## config.mk

```make
export PLATFORM = sky130hd
export DESIGN_NAME = tank_controller
export DESIGN_NICKNAME = d
export VERILOG_FILES = /design/src/rtl/tank_controller.sv
export SDC_FILE = /design/constraint.sdc
export NUM_CORES = 1
export LEC_CHECK = 0
export CAP_MARGIN = 25
export CORE_MARGIN = 3
export CORE_UTILIZATION = 40
export DETAILED_ROUTE_END_ITERATION = 16
export SLEW_MARGIN = 20
export SYNTH_ARGS = -nofsm -noshare
export SYNTH_HDL_FRONTEND = slang
export SYNTH_SLANG_ARGS = --single-unit
```

## constraint.sdc

```tcl
create_clock -name Clk -period 2.9 [get_ports Clk]
set_input_delay 0.29 -clock Clk [delete_from_list [all_inputs] [get_ports Clk]]
set_output_delay 0.29 -clock Clk [all_outputs]
set_load 0.02 [all_outputs]
```

## src/rtl/tank_controller.sv

```systemverilog
// ============================================================================
// tank_controller
// ----------------------------------------------------------------------------
// Per-player tank state engine for the colour mapper.
//
// Once per video frame (rising edge of frame_clk, seen in the Clk domain)
// the block moves the tank from the keyboard keycodes and steps a
// single-bullet IDLE -> FLIGHT -> COOLDOWN state machine. Every Clk it
// decodes combinationally whether the current pixel (DrawX, DrawY) lies on
// the 32x32 tank or on the 4x4 bullet.
//
// Ports
//   Clk          in   1   system clock
//   Reset_n      in   1   asynchronous, active-low reset
//   frame_clk    in   1   frame tick (vsync derived, Clk domain)
//   keycode_a    in   8   keyboard slot A (8'h00 = none), wins over B
//   keycode_b    in   8   keyboard slot B (8'h00 = none)
//   DrawX/DrawY  in  10   current pixel
//   tankX/tankY  out 10   tank top-left
//   tank_dir     out  3   001 up, 010 right, 011 left, 100 down
//   is_tank      out  1   pixel inside tank
//   bulletX/Y    out 10   bullet top-left
//   is_shooting  out  1   bullet in flight
//   is_bullet    out  1   pixel inside bullet (only while in flight)
//
// Build option
//   TANK_AUTOFIRE_EN  defined: a held fire key re-fires on the first frame
//                     the bullet FSM is IDLE.
//                     undefined (default): the fire key must be released
//                     for at least one frame between shots.
// ============================================================================
`timescale 1ns/1ps

module tank_controller #(
    parameter logic [7:0] KEY_UP          = 8'h1A,
    parameter logic [7:0] KEY_DOWN        = 8'h16,
    parameter logic [7:0] KEY_LEFT        = 8'h04,
    parameter logic [7:0] KEY_RIGHT       = 8'h07,
    parameter logic [7:0] KEY_FIRE        = 8'h2C,
    parameter logic [9:0] START_X         = 10'd32,
    parameter logic [9:0] START_Y         = 10'd224,
    parameter logic [2:0] START_DIR       = 3'b010,
    parameter logic [9:0] TANK_STEP       = 10'd2,
    parameter logic [9:0] BULLET_STEP     = 10'd6,
    parameter logic [5:0] COOLDOWN_FRAMES = 6'd30
) (
    input  logic       Clk,
    input  logic       Reset_n,
    input  logic       frame_clk,
    input  logic [7:0] keycode_a,
    input  logic [7:0] keycode_b,
    input  logic [9:0] DrawX,
    input  logic [9:0] DrawY,
    output logic [9:0] tankX,
    output logic [9:0] tankY,
    output logic [2:0] tank_dir,
    output logic       is_tank,
    output logic [9:0] bulletX,
    output logic [9:0] bulletY,
    output logic       is_shooting,
    output logic       is_bullet
);

    // ------------------------------------------------------------------
    // Constants
    // ------------------------------------------------------------------
    localparam logic [2:0]  DIR_NONE     = 3'b000;
    localparam logic [2:0]  DIR_UP       = 3'b001;
    localparam logic [2:0]  DIR_RIGHT    = 3'b010;
    localparam logic [2:0]  DIR_LEFT     = 3'b011;
    localparam logic [2:0]  DIR_DOWN     = 3'b100;

    localparam logic [10:0] TANK_SIZE    = 11'd32;
    localparam logic [10:0] BULLET_SIZE  = 11'd4;
    localparam logic [10:0] TANK_X_MAX   = 11'd608;   // 640 - 32
    localparam logic [10:0] TANK_Y_MAX   = 11'd448;   // 480 - 32
    localparam logic [10:0] BULLET_X_MAX = 11'd636;   // 640 - 4
    localparam logic [10:0] BULLET_Y_MAX = 11'd476;   // 480 - 4
    localparam logic [9:0]  SPAWN_OFFSET = 10'd14;    // centres 4x4 in 32x32

    typedef enum logic [1:0] {
        ST_IDLE     = 2'd0,
        ST_FLIGHT   = 2'd1,
        ST_COOLDOWN = 2'd2
    } bullet_state_t;

    // Maps a keycode onto a facing code; DIR_NONE when it is no direction key.
    function automatic logic [2:0] key_to_dir(input logic [7:0] key);
        logic [2:0] dir;
        dir = DIR_NONE;
        if      (key == KEY_UP)    dir = DIR_UP;
        else if (key == KEY_DOWN)  dir = DIR_DOWN;
        else if (key == KEY_LEFT)  dir = DIR_LEFT;
        else if (key == KEY_RIGHT) dir = DIR_RIGHT;
        return dir;
    endfunction

    // ------------------------------------------------------------------
    // Registers
    // ------------------------------------------------------------------
    logic          r_frame_q;
    logic [9:0]    r_tank_x;
    logic [9:0]    r_tank_y;
    logic [2:0]    r_tank_dir;
    logic [9:0]    r_bullet_x;
    logic [9:0]    r_bullet_y;
    logic [2:0]    r_bullet_dir;
    logic [5:0]    r_cnt;
    bullet_state_t r_state;

    // ------------------------------------------------------------------
    // Wires
    // ------------------------------------------------------------------
    logic          w_frame_pulse;
    logic [2:0]    w_dir_a;
    logic [2:0]    w_dir_b;
    logic [2:0]    w_move_dir;
    logic          w_fire_req;
    logic          w_fire_allowed;
    logic          w_fire_go;

    logic [10:0]   w_tank_x_inc;
    logic [10:0]   w_tank_y_inc;
    logic [9:0]    w_tank_x_next;
    logic [9:0]    w_tank_y_next;
    logic [2:0]    w_tank_dir_next;

    logic [10:0]   w_bullet_x_inc;
    logic [10:0]   w_bullet_y_inc;
    logic          w_bullet_out;
    logic [9:0]    w_bullet_x_step;
    logic [9:0]    w_bullet_y_step;

    bullet_state_t w_state_next;
    logic [5:0]    w_cnt_next;
    logic [9:0]    w_bullet_x_next;
    logic [9:0]    w_bullet_y_next;
    logic [2:0]    w_bullet_dir_next;

    // ------------------------------------------------------------------
    // Frame tick edge detect. r_frame_q resets high so a frame_clk that is
    // already high when reset releases does not count as a new frame.
    // ------------------------------------------------------------------
    assign w_frame_pulse = frame_clk & ~r_frame_q;

    // NOTE: every clocked register below uses non-blocking assignments so
    // all of them sample the same pre-edge values regardless of order.
    always_ff @(posedge Clk or negedge Reset_n) begin
        if (!Reset_n) begin
            r_frame_q <= 1'b1;
        end else begin
            r_frame_q <= frame_clk;
        end
    end

    // ------------------------------------------------------------------
    // Keyboard decode: slot A has priority over slot B for movement;
    // fire may come from either slot.
    // ------------------------------------------------------------------
    assign w_dir_a    = key_to_dir(keycode_a);
    assign w_dir_b    = key_to_dir(keycode_b);
    assign w_move_dir = (w_dir_a != DIR_NONE) ? w_dir_a : w_dir_b;
    assign w_fire_req = (keycode_a == KEY_FIRE) || (keycode_b == KEY_FIRE);

    // ------------------------------------------------------------------
    // Tank movement with clamping. Increments are done in 11 bits so the
    // upper clamp compare cannot wrap; decrements are guarded by a compare
    // before subtracting.
    // ------------------------------------------------------------------
    assign w_tank_x_inc = {1'b0, r_tank_x} + {1'b0, TANK_STEP};
    assign w_tank_y_inc = {1'b0, r_tank_y} + {1'b0, TANK_STEP};

    // NOTE: each signal written here gets its default first so no path
    // leaves it unassigned, which would otherwise infer a latch.
    always_comb begin
        w_tank_x_next   = r_tank_x;
        w_tank_y_next   = r_tank_y;
        w_tank_dir_next = r_tank_dir;
        if (w_move_dir != DIR_NONE) begin
            // Facing follows the key even when the move itself is clamped.
            w_tank_dir_next = w_move_dir;
            case (w_move_dir)
                DIR_UP:
                    w_tank_y_next = (r_tank_y < TANK_STEP) ? 10'd0
                                                           : r_tank_y - TANK_STEP;
                DIR_DOWN:
                    w_tank_y_next = (w_tank_y_inc > TANK_Y_MAX) ? TANK_Y_MAX[9:0]
                                                                : w_tank_y_inc[9:0];
                DIR_LEFT:
                    w_tank_x_next = (r_tank_x < TANK_STEP) ? 10'd0
                                                           : r_tank_x - TANK_STEP;
                DIR_RIGHT:
                    w_tank_x_next = (w_tank_x_inc > TANK_X_MAX) ? TANK_X_MAX[9:0]
                                                                : w_tank_x_inc[9:0];
                default: ;
            endcase
        end
    end

    // ------------------------------------------------------------------
    // Bullet step in its latched direction, with a flag for leaving the
    // field. When the flag is set the bullet stays where it is.
    // ------------------------------------------------------------------
    assign w_bullet_x_inc = {1'b0, r_bullet_x} + {1'b0, BULLET_STEP};
    assign w_bullet_y_inc = {1'b0, r_bullet_y} + {1'b0, BULLET_STEP};

    always_comb begin
        w_bullet_out    = 1'b0;
        w_bullet_x_step = r_bullet_x;
        w_bullet_y_step = r_bullet_y;
        case (r_bullet_dir)
            DIR_UP: begin
                w_bullet_out    = (r_bullet_y < BULLET_STEP);
                w_bullet_y_step = r_bullet_y - BULLET_STEP;
            end
            DIR_DOWN: begin
                w_bullet_out    = (w_bullet_y_inc > BULLET_Y_MAX);
                w_bullet_y_step = w_bullet_y_inc[9:0];
            end
            DIR_LEFT: begin
                w_bullet_out    = (r_bullet_x < BULLET_STEP);
                w_bullet_x_step = r_bullet_x - BULLET_STEP;
            end
            DIR_RIGHT: begin
                w_bullet_out    = (w_bullet_x_inc > BULLET_X_MAX);
                w_bullet_x_step = w_bullet_x_inc[9:0];
            end
            // An illegal latched direction would never leave the field, so
            // retire it straight away instead of leaving a stuck bullet.
            default: w_bullet_out = 1'b1;
        endcase
    end

    // ------------------------------------------------------------------
    // Fire arming
    // ------------------------------------------------------------------
    assign w_fire_go = (r_state == ST_IDLE) && w_fire_req && w_fire_allowed;

`ifdef TANK_AUTOFIRE_EN
    // Held fire re-fires as soon as the FSM is back in IDLE.
    assign w_fire_allowed = 1'b1;
`else
    logic r_fire_armed;

    // Armed by any frame without a fire request, disarmed by a shot, so a
    // held key yields exactly one shot.
    always_ff @(posedge Clk or negedge Reset_n) begin
        if (!Reset_n) begin
            r_fire_armed <= 1'b1;
        end else if (w_frame_pulse) begin
            if (w_fire_go) begin
                r_fire_armed <= 1'b0;
            end else if (!w_fire_req) begin
                r_fire_armed <= 1'b1;
            end
        end
    end

    assign w_fire_allowed = r_fire_armed;
`endif

    // ------------------------------------------------------------------
    // Bullet FSM: next state and datapath
    // ------------------------------------------------------------------
    always_comb begin
        w_state_next      = r_state;
        w_cnt_next        = r_cnt;
        w_bullet_x_next   = r_bullet_x;
        w_bullet_y_next   = r_bullet_y;
        w_bullet_dir_next = r_bullet_dir;
        case (r_state)
            ST_IDLE: begin
                if (w_fire_go) begin
                    // Spawn from the tank's position and facing before this
                    // frame's movement is applied.
                    w_state_next      = ST_FLIGHT;
                    w_bullet_x_next   = r_tank_x + SPAWN_OFFSET;
                    w_bullet_y_next   = r_tank_y + SPAWN_OFFSET;
                    w_bullet_dir_next = r_tank_dir;
                end
            end
            ST_FLIGHT: begin
                if (w_bullet_out) begin
                    w_state_next = ST_COOLDOWN;
                    w_cnt_next   = COOLDOWN_FRAMES - 6'd1;
                end else begin
                    w_bullet_x_next = w_bullet_x_step;
                    w_bullet_y_next = w_bullet_y_step;
                end
            end
            ST_COOLDOWN: begin
                // cnt counts down to 0 and the frame that sees 0 returns to
                // IDLE, giving COOLDOWN_FRAMES frames in this state.
                if (r_cnt == 6'd0) begin
                    w_state_next = ST_IDLE;
                end else begin
                    w_cnt_next = r_cnt - 6'd1;
                end
            end
            default: w_state_next = ST_IDLE;
        endcase
    end

    // FSM state register
    always_ff @(posedge Clk or negedge Reset_n) begin
        if (!Reset_n) begin
            r_state <= ST_IDLE;
        end else if (w_frame_pulse) begin
            r_state <= w_state_next;
        end
    end

    // Per-frame datapath registers
    always_ff @(posedge Clk or negedge Reset_n) begin
        if (!Reset_n) begin
            r_tank_x     <= START_X;
            r_tank_y     <= START_Y;
            r_tank_dir   <= START_DIR;
            r_bullet_x   <= 10'd0;
            r_bullet_y   <= 10'd0;
            r_bullet_dir <= START_DIR;
            r_cnt        <= 6'd0;
        end else if (w_frame_pulse) begin
            r_tank_x     <= w_tank_x_next;
            r_tank_y     <= w_tank_y_next;
            r_tank_dir   <= w_tank_dir_next;
            r_bullet_x   <= w_bullet_x_next;
            r_bullet_y   <= w_bullet_y_next;
            r_bullet_dir <= w_bullet_dir_next;
            r_cnt        <= w_cnt_next;
        end
    end

    // ------------------------------------------------------------------
    // Outputs and pixel hit tests (zero latency from DrawX/DrawY)
    // ------------------------------------------------------------------
    logic [10:0] w_draw_x;
    logic [10:0] w_draw_y;
    logic [10:0] w_tank_x_ext;
    logic [10:0] w_tank_y_ext;
    logic [10:0] w_bullet_x_ext;
    logic [10:0] w_bullet_y_ext;

    assign w_draw_x       = {1'b0, DrawX};
    assign w_draw_y       = {1'b0, DrawY};
    assign w_tank_x_ext   = {1'b0, r_tank_x};
    assign w_tank_y_ext   = {1'b0, r_tank_y};
    assign w_bullet_x_ext = {1'b0, r_bullet_x};
    assign w_bullet_y_ext = {1'b0, r_bullet_y};

    assign is_tank = (w_draw_x >= w_tank_x_ext) && (w_draw_x < w_tank_x_ext + TANK_SIZE) &&
                     (w_draw_y >= w_tank_y_ext) && (w_draw_y < w_tank_y_ext + TANK_SIZE);

    assign is_shooting = (r_state == ST_FLIGHT);

    assign is_bullet = is_shooting &&
                       (w_draw_x >= w_bullet_x_ext) && (w_draw_x < w_bullet_x_ext + BULLET_SIZE) &&
                       (w_draw_y >= w_bullet_y_ext) && (w_draw_y < w_bullet_y_ext + BULLET_SIZE);

    assign tankX    = r_tank_x;
    assign tankY    = r_tank_y;
    assign tank_dir = r_tank_dir;
    assign bulletX  = r_bullet_x;
    assign bulletY  = r_bullet_y;

endmodule

```

==> summary.txt <==
GRT
  • Largest net degree at the start of global routing: 37
  • Initial antenna violation count: 0
  • GRT overflow: 0
  • Vias in the first global route: between 6k and 7k
  • Gr usage total: 0.2325
  • First-pass GRT wire length: 34,110 microns

Logic synthesis
  • Synth Area per Inst: between 7 and 8 sq um
  • Cell variety after synth: 89
  • Sequential area share after synthesis: 0.2034
  • Main area contributors after synthesis: dfrtp_1, ha_1, xnor2_1
  • Synthesized flop and latch total: 53
  • Number of flops mapped to enable cells by yosys: 0
  • Yosys warning total: 0
  • FFs w/ async S/R, synth: 1.000
  • Cell Area, Synth: 6570 sq um
  • Synth top area share: 0.1714
  • Post-Synthesis Cells: 823
  • Most used DFF post-synth: dfrtp_1
  • Yosys top cell by area: dfrtp_1

Timing
  • Final slew viol count: 0
  • Final Setup Violations: 1
  • Post-route worst setup slack: -0.2042 ns
  • Period utilization: 1.070
  • Fmax: about 0.32 GHz
  • Hold Violations, Final: 0
  • WHS: between 0.4 and 0.5 ns
  • Min Tclk post-route: 3.104 ns
  • Clock skew: ~0.0070 ns
  • RSZ-0062 raised after global routing: yes
  • Rel. slew slack: 0.6071
  • Worst-Margin Slew: ~0.58 ns

Worst setup path
  • Crit path max fanout: 2
  • Setup CP Type: register to primary output
  • Worst EP arrival: approximately 2.8 ns
  • Worst setup EP type: primary output
  • Worst path cell trace: nand2_1 -> or3_4 -> xnor2_2 -> ha_1 -> a21o_1 -> a211oi_2 -> a221o_1 -> a31oi_1 -> nor4b_4 -> buf_4
  • Reg2reg path depth: 11
  • Buf+Inv Stages, Crit Path: 1
  • Crit Reg-Reg Endpoint: bulletY[3]
  • CP Launch Type: register
  • Reg-to-Reg Start: bulletX[3]
  • Top delay family on crit path: simple AND/OR/NAND/NOR gates
  • Crit path max-delay cell type: or3_4
  • Reg2Reg Setup Slack: roughly 0.01 ns
  • Worst path max stage delay: a little under 0.4 ns
  • Req. time, crit path: approximately 2.6 ns

Clock network
  • Worst-path clk slew: roughly 0.080 ns
  • CTS tree: done
  • CTS sink count: 53
  • Clock buffer count from CTS: 5
  • Root buf cell: clkbuf_16
  • Clock tree buffer depth: 2
  • CTS HTree Levels: 2
  • Clock latency on the worst-skew pair: ~0.31 ns

Detailed routing
  • Avg WL per Cell: between 15 and 20 microns
  • Initial drt markers: ~600
  • ANT nets after route: 0
  • DR vias: between 6k and 7k
  • Vias per inst: 5.587
  • Drt total wl: approximately 21,000 microns
  • DR pass1 iterations: 5
  • # DRC: 0

Place
  • Detail Placement HPWL: 16,690 microns
  • RD Place Congestion: ~0.93
  • PortBufs: 82

Floorplan
  • Width of the chip: 134.2 microns
  • # IOs: between 80 and 90
  • Die area: roughly 18,000 sq um
  • Die Ht: 134.2 microns
  • Core area: approximately 16,000 sq um
  • Row Count: between 40 and 50
  • Initial Utilization: 0.4106

Outcome
  • Status: complete, but fails checks
  • Failing checks: negative setup slack

Power
  • Worst VDD drop: ~0.25 mV
  • Pwr per Cell Area: 364.5 nW/um^2
  • Total Power: about 3.3 mW
  • Leakage power: roughly 3.9 nW

Final layout
  • Layout cell share with drive strength beyond 1: 0.2284
  • # nets final: around 1.1k
  • Area delta synth->final: 35.76%
  • Multi-input logic area: 5024 sq um
  • Diodes inserted: 0
  • Fin util: 0.5575
  • Reg area: roughly 1300 sq um
  • Filler cells: between 1.5k and 2k

Worst hold path
  • Hold Path End: r_frame_q
  • Hold Path Origin: frame_clk
  • Hold crit path type: input pin to register
  • WHS Path Cells: 1

Run
  • Maxcap violations: 0
==> cell families (layout without fill, tap and decap cells) <==
logic type	Yosys count	in the layout	share of synthesized area
flip-flops	53	53	0.2034
other	1	2	0.0005708
XOR/XNOR	48	48	0.06399
AO/OA/AOI/OAI	258	258	0.2729
multiplexers	10	10	0.01619
AND/OR/NAND/NOR	268	268	0.2137
buffers and inverters	101	297	0.06932
adder cells (fa/ha/maj)	84	84	0.1600
==> report_power, final <==
group | leakage (nW) | internal [mW] | switching, mW
logic | 3.24 | 0.766 | 0.914
clock network | 0.0641 | 0.323 | 0.312
registers | 0.592 | 0.843 | 0.0941
==> repair_timing <==
item	4_1_cts	5_1_grt
cloned	0	0
hold endpoints to repair	13	0
buffers inserted	0	6
resized for setup	20	39
pin swaps	8	18
endpoints found under the setup margin	3	19
hold buffers	1	0
==> flip-flops by register name, indices dropped and copies added, names as in the netlist <==
signal,flops
tank_dir,3
r_fire_armed,1
tankY,9
r_cnt,6
bulletY,9
r_state,2
tankX,9
r_bullet_dir,3
r_frame_q,1
bulletX,10
==> worst max path at each step <==
stage | from | to | slack (ns) | depth (start not counted)
floorplan | bulletY[3] | is_bullet | 0.02 | 10
global placement | DrawX[1] | is_tank | -0.42 | 12
detailed placement | DrawX[1] | is_tank | -0.44 | 12
CTS | bulletX[3] | is_bullet | -0.18 | 10
global route | bulletX[3] | is_bullet | -0.30 | 11
finish | bulletY[2] | is_bullet | -0.20 | 10
==> through the flow <==
stage | cells | TNS (ns) | instance area (sq um) | worst slack, ns
final | 1236 | -0.2042 | 8920 | -0.2042
after global routing | 1236 | -0.6141 | 8920 | -0.3028
after CTS | 1230 | -0.1815 | 8682 | -0.1815
after detailed placement | 1221 | -0.8718 | 8496 | -0.4372
after global placement | 1221 | -0.8332 | 8496 | -0.4215
after floorplan | 824 | 0 | 6589 | 0.02354
==> metal layers <==
metal / share of wire / track usage
met3: 0.050 / 0.03451
met5: 0 / 0
met4: 0.014 / 0.04921
met2: 0.45 / 0.3723
met1: 0.48 / 0.3339
==> cells in the mapped netlist, types with 10 or more instances <==
library cell and number:
inv_1 56, xnor2_1 45, a21oi_1 60, nand2_1 45, o21ai_0 48, ha_1 84
o22ai_1 15, nand3_1 36, buf_2 10, dfrtp_1 45, nor4_1 12, nor3_1 38
o21a_1 10, a211oi_1 11, a21o_1 12, nor2_1 58, clkbuf_1 18, nand2b_1 14
==> area by class of cell <==
cell class	instances	area share
inverters	60	0.02525
repair buffers	229	0.2157
well taps	216	0.03030
clock inverters	1	0.0008416
flip-flops and latches	53	0.1498
clock buffers	7	0.01487
multi-input cells	670	0.5632
==> layout by cell type (no fill, tap or decap), types with 13 or more instances in the layout <==
master	synthesis	layout
a21oi_1	60	58
inv_1	56	56
clkdlybuf4s50_1	0	79
nor3_1	38	37
ha_1	84	81
o21ai_0	48	44
nand2b_1	14	13
nand2_1	45	43
xnor2_1	45	43
nand3_1	36	34
dfrtp_1	45	45
o22ai_1	15	15
buf_4	7	146
nor2_1	58	58
==> worst register-to-register path: stages (launching register included) <==
cell and delay [ns]:
dfrtp_1 0.40, buf_4 0.18, ha_1 0.21, buf_4 0.15
a21o_1 0.17, a311o_1 0.39, o31ai_4 0.27, a211oi_4 0.13
o41ai_4 0.29, buf_4 0.19, a21oi_1 0.07, a311o_1 0.33
(Power assumes the default switching activity.)
